[src/rtl/read_ptr_level_ctrl.sv]
// read_ptr_level_ctrl
// Read-domain pointer and flag controller for the asynchronous FIFO.
// Holds the binary and Gray read pointers. It converts the synchronised Gray
// write pointer back to binary and registers these outputs:
//   - the fill level
//   - the empty flag
//   - a programmable almost-empty flag
//
// Optional build macro: READ_PTR_UNDERFLOW_DET_EN
//   Adds a sticky flag that records a pop attempted while the FIFO was empty.
//
// Ports:
//   read_clk        read-domain clock
//   read_rst        asynchronous active-low reset
//   read_inc        pop request, honoured only while rempty=0
//   rq2_write_ptr   Gray write pointer, already synchronised into read_clk
//   ae_thresh       new almost-empty threshold
//   ae_thresh_load  capture ae_thresh on this edge
//   runderflow_clr  clear the sticky underflow flag (macro builds only)
//   read_addr       RAM read address (low bits of the binary read pointer)
//   read_ptr        registered Gray read pointer, sent to the write domain
//   rempty          registered empty flag
//   ralmost_empty   registered flag, set when level <= threshold
//   rlevel          registered occupancy, 0..2**ADDRESS_BITS
//   runderflow      sticky underflow flag, constant 0 without the macro
module read_ptr_level_ctrl #(
  parameter int ADDRESS_BITS = 4,
  parameter int AE_DEFAULT   = 2
) (
  input  logic                    read_clk,
  input  logic                    read_rst,
  input  logic                    read_inc,
  input  logic [ADDRESS_BITS:0]   rq2_write_ptr,
  input  logic [ADDRESS_BITS:0]   ae_thresh,
  input  logic                    ae_thresh_load,
  input  logic                    runderflow_clr,
  output logic [ADDRESS_BITS-1:0] read_addr,
  output logic [ADDRESS_BITS:0]   read_ptr,
  output logic                    rempty,
  output logic                    ralmost_empty,
  output logic [ADDRESS_BITS:0]   rlevel,
  output logic                    runderflow
);

  localparam int PW = ADDRESS_BITS + 1;

  logic [PW-1:0] rbin;
  logic [PW-1:0] rbinnext;
  logic [PW-1:0] rgraynext;
  logic [PW-1:0] wbin_s;
  logic [PW-1:0] level_next;
  logic [PW-1:0] thresh_reg;
  logic          pop;

  assign pop       = read_inc & ~rempty;
  assign rbinnext  = rbin + {{ADDRESS_BITS{1'b0}}, pop};
  assign rgraynext = (rbinnext >> 1) ^ rbinnext;
  assign read_addr = rbin[ADDRESS_BITS-1:0];

  // Gray to binary: each binary bit is the XOR of all Gray bits at or above it.
  always_comb begin
    wbin_s = '0;
    for (int i = 0; i < PW; i++) begin
      wbin_s[i] = ^(rq2_write_ptr >> i);
    end
  end

  // The extra pointer MSB keeps the modular difference correct across wrap,
  // so a full FIFO reads as 2**ADDRESS_BITS and not as 0.
  assign level_next = wbin_s - rbinnext;

  always_ff @(posedge read_clk or negedge read_rst) begin
    if (!read_rst) begin
      rbin          <= '0;
      read_ptr      <= '0;
      rempty        <= 1'b1;
      ralmost_empty <= 1'b1;
      rlevel        <= '0;
    end else begin
      rbin          <= rbinnext;
      read_ptr      <= rgraynext;
      rempty        <= (rgraynext == rq2_write_ptr);
      ralmost_empty <= (level_next <= thresh_reg);
      rlevel        <= level_next;
    end
  end

  // A newly loaded threshold is first used by the flag computed one edge later.
  always_ff @(posedge read_clk or negedge read_rst) begin
    if (!read_rst) begin
      thresh_reg <= PW'(AE_DEFAULT);
    end else if (ae_thresh_load) begin
      thresh_reg <= ae_thresh;
    end
  end

`ifdef READ_PTR_UNDERFLOW_DET_EN
  // A set request takes priority over a clear arriving on the same edge.
  always_ff @(posedge read_clk or negedge read_rst) begin
    if (!read_rst) begin
      runderflow <= 1'b0;
    end else if (read_inc && rempty) begin
      runderflow <= 1'b1;
    end else if (runderflow_clr) begin
      runderflow <= 1'b0;
    end
  end
`else
  logic unused_runderflow_clr;
  assign unused_runderflow_clr = runderflow_clr;
  assign runderflow            = 1'b0;
`endif

endmodule

[config.mk]
export PLATFORM = sky130hd
export DESIGN_NAME = read_ptr_level_ctrl
export DESIGN_NICKNAME = d
export VERILOG_FILES = /design/src/rtl/read_ptr_level_ctrl.sv
export SDC_FILE = /design/constraint.sdc
export NUM_CORES = 1
export LEC_CHECK = 0
export BUFFER_PORTS_ARGS = -buffer_cell sky130_fd_sc_hd__buf_2
export CAP_MARGIN = 20
export CELL_PAD_IN_SITES_DETAIL_PLACEMENT = 1
export CELL_PAD_IN_SITES_GLOBAL_PLACEMENT = 1
export CORE_ASPECT_RATIO = 0.75
export CORE_UTILIZATION = 32
export DETAILED_ROUTE_END_ITERATION = 12
export MAX_ROUTING_LAYER = met4
export PLACE_DENSITY = 0.68
export SLEW_MARGIN = 15
export SYNTH_ARGS = -nofsm -noshare
export SYNTH_HDL_FRONTEND = slang
export SYNTH_SLANG_ARGS = --single-unit
export TNS_END_PERCENT = 1
[constraint.sdc]
create_clock -name read_clk -period 4.42 [get_ports read_clk]
set_clock_uncertainty 0.2 [all_clocks]
set_input_delay 0.442 -clock read_clk [delete_from_list [all_inputs] [get_ports read_clk]]
set_output_delay 0.442 -clock read_clk [all_outputs]
set_load 0.03 [all_outputs]
### Yosys cells after proc, flatten, opt, wreduce, memory -nomap -nowiden

Cells that the tools add are included.

* input bits: 15
* word-level logic and storage cells: 18
* bits in registers: 22
* output and inout bits: 17

* add/subtract/negate cells: 2
* $lt $le $gt $ge: 1
* reductions and logical operators: 5
* equal/unequal tests: 1
* bitwise logic cells: 3

Operators with widths (count)
* parity 5 bit: 5
* adder 5 x 1 -> 5 bit: 1
* equality test 5 bit: 1
* less-or-equal comparator 5 bit: 1
* subtractor 5 bit: 1
* bitwise XOR 4 x 5 -> 5 bit: 1
* bitwise AND 1 bit: 1
* inverter 1 bit: 1

### Logic depth before layout (Yosys ltp)

Gate-level depths: netlist of the first run.

* word-level depth: 5
* mapped depth: 14
* gate-level depth less buffers: 14

### Least setup slack after synthesis of the first run

OpenSTA, ideal clock, no wires.

* path kind: input to register
* start: input port rq2_write_ptr[4]
* end: register ralmost_empty
* path buffers: 0
* setup time: 79 ps
* data required time: 4141 ps
* stages on the path: 13
* setup slack: 1210 ps
* arrival time: 2932 ps
* path through: xor2_1 xnor2_1 xor2_1 xor2_1 ha_1 fa_1 inv_1 ha_1 nor2b_1 o21a_1 o21a_1 o21a_1 o21ai_0

* cells in the longest elaborated chain, start to end: 3
* elaborated cells on any way between the ends: 7
* classes of those cells: add/sub (1); order compare (1); reduce/logical (5)

RTL lines
* start: declaration: line 33 `input logic [ADDRESS_BITS:0] rq2_write_ptr,`
* parity 5 bit: line 64 `wbin_s[i] = ^(rq2_write_ptr >> i);`
* subtractor 5 bit (*): line 70 `assign level_next = wbin_s - rbinnext;`
* net level_next[1]: line 51 `logic [PW-1:0] level_next;`
* less-or-equal comparator 5 bit (*): line 83 `ralmost_empty <= (level_next <= thresh_reg);`
* end signal: assignment: line 83
* end: declaration: line 40 `output logic ralmost_empty,`

Mark *: on every way through the listed nets, which the timed path passes. The rest lies on a longest branch.
A chain may end at the register's enable or synchronous reset.

### Final worst setup path of the first run

Same ends and word-level chain as after synthesis.

==> metrics.md, run 1 <==
| Metric | Value |
|---|---|
| Status | completed |
| Initial core utilization | 33.3% |
| Vias | 765 |
| Slowest cell on the critical path | fa_1 |
| Worst-skew pair later-pin latency | 260 ps |
| Setup Crit Path Kind | in2reg |
| Layout cells sized above 1 | 29.5% |
| Synth top area cells | dfrtp_1, ha_1, xnor2_1 |
| CP Max Fanout | 3 |
| Die width | 69.6 um |
| Final hold slack | 196 ps |
| Highest Clock Rate | 301 MHz |
| Ant. Diodes | 0 |
| CTS Buf Count | 3 |
| Avg Cell Area, Syn | 11.3 um2 |
| Root Buffer | clkbuf_8 |
| Antenna violations before repair | 0 |
| Worst reg2reg setup slack | 1220 ps |
| Seq/Total Area, Yosys | 48.3% |
| CTS tree | done |
| CP endpoint kind | flip-flop |
| Leading area contributor after synthesis | dfrtp_1 |
| # DRC | 0 |
| Final period util | 75.2% |
| Post-layout net count | 156 |
| Final GP Congestion | 0.715 |
| Post-Route WL | 2.26 mm |
| Setup TNS | 0 ps |
| Flops & latches, synth | 21 |
| EDFF count, synth | 0 |
| Num rows | 18 |
| Area Growth Syn to Fin | 21.8% |
| Hold Path Class | in2reg |
| Main synth FF type | dfrtp_1 |
| Final Hold Fails | 0 |
| GRT overflow | 0 |
| Worst path cell trace | buf_2, xor2_1, xnor2_1, xor2_1, xor2_1, ha_1, fa_1, inv_1, ha_1, nor2b_1, o21a_1, o21a_1, o21a_1, o21ai_0 |
| Max-slew headroom | 58.1% |
| Post-route minimum period | 3330 ps |
| Worst Path Arrival | 3300 ps |
| Required @ worst endpoint | 4400 ps |
| Syn Nets | 123 |
| Post-DR wirelength/cell | 13.4 um |
| Largest net degree at the start of global routing | 22 |
| Synth Cell Area | 1100 um2 |
| Async SR Flop Fraction | 100% |
| First-pass GRT wire length | 3.61 mm |
| Die area | 3670 um2 |
| # setup viols final | 0 |
| Post-synthesis instance total | 97 |
| Distinct cells, synth | 23 |
| CP Launch Type | input port |
| Top cell type's share of synthesized area | 41.1% |
| Total GRT Usage | 13.4% |
| Drt first-iter violations | 31 |
| Most common cell in the netlist | dfrtp_1 |
| # IOs | 32 |
| Clock sink count | 21 |
| Clock Path Buffers | 2 |
| First-pass DRT Iterations | 3 |
| Clk slew on worst S/H paths | 70 ps |
| # resized after CTS | 0 |
| Top Family by Delay on Critical Path | adder cells |
| Worst slew pin tran | 626 ps |
| CORE AREA | 3290 um2 |
| Die Ht | 52.7 um |
| Ys Warns | 0 |
| Drt via density | 4.53 |
| RSZ-0062 raised after global routing | false |
| Max cap viols | 0 |
| Commonest cells post-synth | dfrtp_1, inv_1, ha_1, xnor2_1, xor2_1 |
| Max-slew violations | 0 |
| Vias in the first global route | 787 |
| WP buf/inv | 2 |
| H-tree level count | 1 |
| Hpwl dp | 1.81 mm |
| Antenna Violating Nets Remaining | 0 |
| Max stage delay on crit path | 490 ps |
| Port Buffers | 29 |
==> placed cells by master (no fill, tap or decap) <==
| cell | n |
|---|---|
| mux2_2 | 1 |
| dlygate4sd3_1 | 1 |
| nand3_1 | 4 |
| buf_2 | 29 |
| nand2_1 | 4 |
| xnor2_1 | 10 |
| nor2b_1 | 2 |
| a21oi_1 | 2 |
| xor2_2 | 1 |
| conb_1 | 1 |
| o21ai_0 | 5 |
| clkbuf_1 | 1 |
| o21a_1 | 3 |
| fa_1 | 1 |
| a21o_1 | 2 |
| dfrtp_1 | 18 |
| clkbuf_8 | 3 |
| ha_1 | 10 |
| and3_1 | 1 |
| xor2_1 | 9 |
| dfstp_2 | 3 |
| inv_1 | 15 |
| or3_1 | 1 |
| a2111oi_2 | 1 |
| and3b_1 | 1 |
==> area by class of cell <==
class	count	area [um2]
Timing Repair Buffer	30	155
Tap cell	40	50.0
Fill cell	381	1950
Inverter	15	56.3
Sequential cell	21	529
Multi-Input combinational cell	59	499
Clock buffer	4	45.0
==> repair_timing <==
action | 4_1_cts | 5_1_grt
hold buffers | 1 | 0
setup buffers | 0 | 0
endpoints found under the hold margin | 18 | 0
==> layer usage <==
layer / global-route usage [%] / vias to the layer above / routed length, um
li1: - / 370 / -
met3: 2.31 / 4 / 61
met5: - / - / 0
met2: 23.3 / 12 / 1170
met1: 15.8 / 379 / 999
met4: 5.10 / 0 / 26
==> worst min-delay path, cell delays in order <==
cell and delay (ps):
buf_2 70, nand2_1 40, o21ai_0 60
==> logic make-up (layout without fill, tap and decap cells) <==
| kind of cell | Yosys count | count (layout) | share of synthesized area [%] |
|---|---|---|---|
| DFF | 21 | 21 | 48.3 |
| xor gates and xnor gates | 20 | 20 | 16.7 |
| buffers and inverters | 17 | 49 | 6.16 |
| AOI/OAI and AO/OA | 13 | 13 | 7.99 |
| and+or+nand+nor | 13 | 13 | 6.28 |
| adders and majority gates | 11 | 11 | 13.2 |
| other | 1 | 1 | 0.342 |
| muxes | 1 | 1 | 1.03 |
==> worst paths after layout <==
check / start / endpoint / depth (start not counted)
setup / recovery: rq2_write_ptr[4] / ralmost_empty$_DFF_PN1_ / 14
hold / removal: ae_thresh[2] / thresh_reg[2]$_DFFE_PN0P_ / 3
setup reg to reg: rempty$_DFF_PN1_ / ralmost_empty$_DFF_PN1_ / 12
hold reg to reg: thresh_reg[1]$_DFFE_PN1P_ / thresh_reg[1]$_DFFE_PN1P_ / 2
max in group asynchronous: read_rst / ralmost_empty$_DFF_PN1_ / 2
min in group asynchronous: read_rst / read_ptr[2]$_DFF_PN0_ / 2
==> through the flow <==
stage	cell area, um2	setup WS, ps	instances	util, %
CTS	1340	1080	169	40.6
global placement	1280	894	164	38.9
detailed placement	1280	823	164	38.9
global route	1340	915	169	40.6
finish	1340	1090	169	40.6
floorplan	1100	1210	97	-
Power of run 1 is left out: the tool's default activity adds up to more than one toggle a clock period on the data nets, which glitch-free logic cannot reach.
==> run 2: changes to the inputs <==
--- a/config.mk
+++ b/config.mk
@@ -5,6 +5,7 @@
 export SDC_FILE = /design/constraint.sdc
 export NUM_CORES = 1
 export LEC_CHECK = 0
+export ABC_AREA = 1
 export BUFFER_PORTS_ARGS = -buffer_cell sky130_fd_sc_hd__buf_2
 export CAP_MARGIN = 20
 export CELL_PAD_IN_SITES_DETAIL_PLACEMENT = 1
@@ -13,7 +14,7 @@
 export CORE_UTILIZATION = 32
 export DETAILED_ROUTE_END_ITERATION = 12
 export MAX_ROUTING_LAYER = met4
-export PLACE_DENSITY = 0.68
+export PLACE_DENSITY = 0.69
 export SLEW_MARGIN = 15
 export SYNTH_ARGS = -nofsm -noshare
 export SYNTH_HDL_FRONTEND = slang
==> constraint.sdc (replaced) <==
create_clock -name read_clk -period 3.3 [get_ports read_clk]
set_clock_uncertainty 0.2 [all_clocks]
set_input_delay 0.33 -clock read_clk [delete_from_list [all_inputs] [get_ports read_clk]]
set_output_delay 0.33 -clock read_clk [all_outputs]
set_load 0.03 [all_outputs]
==> run 2 against run 1 <==
Clock-buffer cell count unchanged. Critical path type is now reg2reg. Non-clock buffer count stayed put. Utilization grew 0.74 points. Critical endpoint unchanged. Worst setup slack got worse by 780 ps. Final cell count is 36% higher.
==> metrics.md, run 2 <==
| Metric | Value |
|---|---|
| Max cap viols | 0 (unchanged) |
| Layout cells sized above 1 | 28.7% (-0.81 points) |
| Vias | 1042 (+36%) |
| CP Launch Type | flip-flop |
| Avg Cell Area, Syn | 8.86 um2 (-22%) |
| Vias in the first global route | 1115 (+42%) |
| Post-Route WL | 2.99 mm (+32%) |
| Setup Crit Path Kind | reg2reg |
| Drt first-iter violations | 28 (-9.7%) |
| Worst reg2reg setup slack | 310 ps (-910 ps) |
| Num rows | 19 (+1) |
| CP Max Fanout | 6 (+3) |
| Largest net degree at the start of global routing | 22 (unchanged) |
| Area Growth Syn to Fin | 20.0% |
| RSZ-0062 raised after global routing | false |
| Worst Path Arrival | 2980 ps (-320 ps) |
| Hpwl dp | 2.35 mm (+30%) |
| Commonest non-fill, non-tap cell in the layout | nand2_1 |
| Most common cell in the netlist | nand2_1 |
| Synth Cell Area | 1290 um2 (+18%) |
| Seq/Total Area, Yosys | 40.9% (-7.4 points) |
| Highest Clock Rate | 335 MHz |
| # setup viols final | 0 (unchanged) |
| Clock Path Buffers | 2 (unchanged) |
| First-pass GRT wire length | 5.09 mm (+41%) |
| Post-layout net count | 205 (+31%) |
| Syn Nets | 172 (+40%) |
| Required @ worst endpoint | 3290 ps (-1110 ps) |
| Reg-to-reg startpoint | rempty$_DFF_PN1_ |
| Layout Cells excl Fill | 230 (+36%) |
| Most frequent cells in the layout | nand2_1, buf_2, inv_1 |
| Distinct cells, synth | 25 (+8.7%) |
| Post-DR wirelength/cell | 13.0 um (-2.7%) |
| Ant. Diodes | 0 (unchanged) |
| Root Buffer | clkbuf_8 |
| Final core occ | 41.3% (+0.74 points) |
| # IOs | 32 (unchanged) |
| Clk slew on worst S/H paths | 80 ps (about the same) |
| H-tree level count | 1 (unchanged) |
| Top cell type's share of synthesized area | 34.8% (-6.3 points) |
| Worst r2r path cells | 14 (+2) |
| Leading area contributor after synthesis | dfrtp_1 |
| Flops & latches, synth | 21 (unchanged) |
| Async SR Flop Fraction | 100% (unchanged) |
| WHS Path Cells | 3 (unchanged) |
| Antenna violations before repair | 0 (unchanged) |
| Final Hold Fails | 0 (unchanged) |
| CTS Buf Count | 3 (unchanged) |
| Final hold slack | 67.7 ps (-128 ps) |
| Pwr Density | 1120 nW/um2 |
| Die area | 4300 um2 (+17%) |
| Hold Path End | thresh_reg[3]$_DFFE_PN0P_ |
| Hold Path Class | in2reg |
| Main synth FF type | dfrtp_1 |
| CORE AREA | 3760 um2 (+14%) |
| Dpl cells | 225 (+37%) |
| GRT overflow | 0 (unchanged) |
| Antenna Violating Nets Remaining | 0 (unchanged) |
| Post-route minimum period | 2990 ps |
| Reg-to-reg endpoint | ralmost_empty$_DFF_PN1_ |
| CP endpoint kind | flip-flop |
| Final period util | 90.5% |
| Worst vdd ir | 402 uV |
| Total GRT Usage | 16.6% (+3.3 points) |
| Final GP Congestion | 0.775 (+8.4%) |
| Min-delay src | ae_thresh[3] |
| Synth top area cells | dfrtp_1, ha_1, nand2_1 |
| Port Buffers | 29 (unchanged) |
| Ys Warns | 0 (unchanged) |
| Drt via density | 4.53 (about the same) |
| Commonest cells post-synth | nand2_1, inv_1, dfrtp_1 |
| Initial core utilization | 34.4% (+1.1 points) |
| Worst-skew pair later-pin latency | 260 ps (about the same) |
| Die Ht | 57.1 um (+8.3%) |
| # DRC | 0 (unchanged) |
| Status | completed |
| EDFF count, synth | 0 (unchanged) |
| Die width | 75.4 um (+8.4%) |
| Clock sink count | 21 (unchanged) |
| Post-CTS setup buffers | 0 (unchanged) |
| Max-slew violations | 0 (unchanged) |
| Post-synthesis instance total | 146 (+51%) |
| CTS tree | done |
| Setup TNS | 0 ps (unchanged) |
| Pleak | 0.836 nW |
| First-pass DRT Iterations | 3 (unchanged) |
run 2: cell type report:
cell class	instances	area (um2)
inverters	24	90.1
repair buffers	30	155
clock buffers	4	45.0
fillers	491	2200
multi-input cells	99	668
flip-flops and latches	21	529
well taps	52	65.1
run 2: timing repair:
action | in CTS | in global routing
hold buffers | 1 | 0
resized for setup | 0 | 2
hold endpoints to repair | 18 | 0
setup endpoints to repair | 0 | 1
run 2: worst max-delay path, cell delays in order (launching register included):
cell and delay, ps:
dfstp_2 540, inv_1 60, nand3_2 110, inv_1 60, ha_2 220, nand2_2 120
nand2_4 100, ha_1 360, nand2_1 70, o21ai_0 200, xor2_1 220, ha_1 300
a21oi_1 140, o221ai_1 120, o21ai_0 90
run 2: how the worst max path moves through the flow:
stage | startpoint | slack [ps] | cells past startpoint | end
floorplan | rempty$_DFF_PN1_ | 380 | 14 | ralmost_empty$_DFF_PN1_
global placement | rempty$_DFF_PN1_ | 310 | 14 | ralmost_empty$_DFF_PN1_
detailed placement | rempty$_DFF_PN1_ | 260 | 14 | ralmost_empty$_DFF_PN1_
CTS | rempty$_DFF_PN1_ | 210 | 14 | ralmost_empty$_DFF_PN1_
global route | rempty$_DFF_PN1_ | 50 | 15 | ralmost_empty$_DFF_PN1_
finish | rempty$_DFF_PN1_ | 310 | 14 | ralmost_empty$_DFF_PN1_
run 2: logic make-up (layout without fill, tap and decap cells):
family | count (synthesis) | in the layout | share of synthesized area (%)
AND/OR/NAND/NOR | 62 | 62 | 23.5
flip-flops | 21 | 21 | 40.9
buffers and inverters | 26 | 58 | 7.83
XOR/XNOR | 12 | 12 | 10.4
adder cells (fa/ha/maj) | 11 | 11 | 11.2
other | 1 | 1 | 0.290
AO/OA/AOI/OAI | 12 | 12 | 4.93
multiplexers | 1 | 1 | 0.870
run 2: metal layers:
layer,up-vias,GRT usage [%],routed length (um)
li1,521,-,-
met1,502,21.1,1400
met2,14,25.3,1430
met3,5,4.42,109
met4,0,6.61,50
met5,-,-,0
run 2: metrics by stage:
step	cell area, um2	setup WS, ps	power, mW
detailed placement	1490	259	1.56
CTS	1550	206	1.76
floorplan	1290	380	1.28
global route	1550	47.5	1.92
global placement	1490	310	1.53
finish	1550	314	1.74
run 2: power by group:
part,switching (mW),internal (mW)
registers,0.0637,0.377
logic,0.731,0.393
clock network,0.0866,0.0862
total,0.881,0.855
Power figures use the tool's default switching activity.
==> run 3: changes to the inputs <==
==> constraint.sdc (replaced) <==
create_clock -name read_clk -period 3.8 [get_ports read_clk]
set_clock_uncertainty 0.2 [all_clocks]
set_input_delay 0.38 -clock read_clk [delete_from_list [all_inputs] [get_ports read_clk]]
set_output_delay 0.38 -clock read_clk [all_outputs]
set_load 0.03 [all_outputs]
==> run 3 against run 2 <==
Clock-buffer cell count unchanged. Clock power decreased by 16%. Die area unchanged. Utilization decreased by 0.13 points. Flip-flop and latch count unchanged. Total power decreased by 14%. Final area decreased by 0.32%. Non-clock buffer count unchanged. Sequential share of layout area increased by 0.11 points. Worst hold slack improved by 66 ps. Via count unchanged.
==> metrics.md, run 3 (synthesis results as in run 2) <==
| Metric | Value |
|---|---|
| Status | completed |
| Worst-skew pair later-pin latency | 260 ps (about the same) |
| Most frequent cells in the layout | nand2_1, buf_2, inv_1 |
| Antenna violations before repair | 0 (unchanged) |
| Vias | 1042 (unchanged) |
| Commonest non-fill, non-tap cell in the layout | nand2_1 |
| Hpwl dp | 2.30 mm (-2.3%) |
| Register area | 529 um2 (unchanged) |
| Die Ht | 57.1 um (unchanged) |
| Crit path depth | 14 (unchanged) |
| CP Launch Type | flip-flop |
| Post-route minimum period | 3090 ps (+107 ps) |
| CTS Buf Count | 3 (unchanged) |
| Post-Route WL | 2.85 mm (-4.6%) |
| Antenna Violating Nets Remaining | 0 (unchanged) |
| Clock Path Buffers | 2 (unchanged) |
| Clock sink count | 21 (unchanged) |
| # DRC | 0 (unchanged) |
| Reg-to-reg endpoint | ralmost_empty$_DFF_PN1_ |
| Largest net degree at the start of global routing | 22 (unchanged) |
| GRT overflow | 0 (unchanged) |
| Hold Path Class | in2reg |
| Worst vdd ir | 343 uV (-15%) |
| Vias in the first global route | 1123 (+0.72%) |
| First-pass DRT Iterations | 3 (unchanged) |
| Filler cells | 481 (-2.0%) |
| Num rows | 19 (unchanged) |
| Die width | 75.4 um (unchanged) |
| Die area | 4300 um2 (unchanged) |
| Worst reg2reg setup slack | 710 ps (+390 ps) |
| CP endpoint kind | flip-flop |
| Final period util | 81.4% (-9.1 points) |
| CP Max Fanout | 6 (unchanged) |
| Port Buffers | 29 (unchanged) |
| Post-layout net count | 205 (unchanged) |
| H-tree level count | 1 (unchanged) |
| Top Family by Delay on Critical Path | adder cells |
| # IOs | 32 (unchanged) |
| Worst r2r path cells | 14 (unchanged) |
| Clk slew on worst S/H paths | 80 ps (about the same) |
| Final hold slack | 134 ps (+66.2 ps) |
| Total GRT Usage | 16.0% (-0.64 points) |
| Slowest cell on the critical path | dfstp_2 |
| Root Buffer | clkbuf_8 |
| Overall power | 1.49 mW (-14%) |
| First-pass GRT wire length | 4.92 mm (-3.3%) |
| Worst path cell trace | inv_1, nand3_2, inv_1, ha_1, nand2_1, nand2_4, ha_1, nand2_1, o21ai_0, xor2_1, ha_1, a21oi_1, o221ai_1, o21ai_0 |
| Post-CTS setup buffers | 0 (unchanged) |
| CORE AREA | 3760 um2 (unchanged) |
| Final GP Congestion | 0.770 (-0.72%) |
| Post-DR wirelength/cell | 12.4 um (-4.6%) |
| Critical Path Source | rempty$_DFF_PN1_ |
| Max stage delay on crit path | 550 ps (about the same) |
| Max-slew violations | 0 (unchanged) |
| Initial core utilization | 34.4% (unchanged) |
| Worst Path Arrival | 3080 ps (+100 ps) |
| Ant. Diodes | 0 (unchanged) |
| Drt first-iter violations | 19 (-32%) |
| Final Hold Fails | 0 (unchanged) |
| Setup Crit Path Kind | reg2reg |
| Most used cell, CP | ha_1 |
| # setup viols final | 0 (unchanged) |
| Pleak | 0.837 nW (+0.16%) |
| Setup crit end | ralmost_empty$_DFF_PN1_ |
| Reg-to-reg startpoint | rempty$_DFF_PN1_ |
| Pwr Density | 965 nW/um2 (-14%) |
| Layout cells sized above 1 | 27.5% (-1.1 points) |
| Area occupied by multi-input gates | 663 um2 (-0.75%) |
| Required @ worst endpoint | 3780 ps (+490 ps) |
| Drt via density | 4.53 (unchanged) |
| Highest Clock Rate | 323 MHz (-3.5%) |
| Setup TNS | 0 ps (unchanged) |
| WP buf/inv | 2 (unchanged) |
| Area Growth Syn to Fin | 19.6% |
| Max cap viols | 0 (unchanged) |
| CTS tree | done |
| RSZ-0062 raised after global routing | false |
[run 3: cell counts in the layout (fill, tap and decap cells not counted)]
No cell type changed its count.
[run 3: through the flow]
| stage | worst slack (ps) | util, % | std cells | instance area, um2 |
|---|---|---|---|---|
| 4_1_cts | 660 | 41.2 | 230 | 1550 |
| 3_5_place_dp | 717 | 39.7 | 225 | 1490 |
| 5_1_grt | 456 | 41.2 | 230 | 1550 |
| 3_3_place_gp | 802 | 39.7 | 225 | 1490 |
| 6_report | 707 | 41.2 | 230 | 1550 |
| 2_1_floorplan | 880 | - | 146 | 1290 |
[run 3: layout make-up]
type,count,share of cell area (%)
timing repair buffer,30,10.0
tap,52,4.20
inverter,24,5.82
clock buffer,4,2.91
sequential,21,34.2
multi-input combinational,99,42.8
[run 3: routing by layer]
| metal | vias to the layer above | share of wire (%) | wire length, um | global-route usage (%) |
|---|---|---|---|---|
| li1 | 523 | - | - | - |
| met1 | 502 | 48 | 1380 | 19.4 |
| met2 | 15 | 47 | 1350 | 26.3 |
| met3 | 2 | 3.6 | 103 | 4.42 |
| met4 | 0 | 0.67 | 19 | 3.97 |
| met5 | - | 0 | 0 | - |
[run 3: worst reg2reg max path: cells and delay by family (launching register included)]
family,cells,cell delay (ps)
buf+inv,2,110
flops,1,550
simple gates,4,460
xor+xnor,1,220
compound gates,4,550
fa+ha+maj,3,920
[run 3: report_power, final]
group	internal, mW	switching, mW	total (mW)
Sequential	0.327	0.0547	0.382
Clock	0.0747	0.0717	0.146
Combinational	0.335	0.631	0.966
Total	0.737	0.758	1.49
[run 3: what timing repair did]
item / in CTS / in global routing
hold endpoints to repair: 18 / 0
hold buffers: 1 / 0
resized for setup: 0 / 0
[run 3: worst min path at each step]
| stage | startpoint | endpoint | slack, ps | cells past startpoint |
|---|---|---|---|---|
| global placement | read_rst | thresh_reg[4]$_DFFE_PN0P_ | 170 | 1 |
| global route | ae_thresh[1] | thresh_reg[1]$_DFFE_PN1P_ | 150 | 3 |
| floorplan | read_rst | rbin[0]$_DFF_PN0_ | -120 | 0 |
| CTS | ae_thresh[1] | thresh_reg[1]$_DFFE_PN1P_ | 130 | 3 |
| detailed placement | read_rst | thresh_reg[4]$_DFFE_PN0P_ | 170 | 1 |
| finish | ae_thresh[1] | thresh_reg[1]$_DFFE_PN1P_ | 130 | 3 |
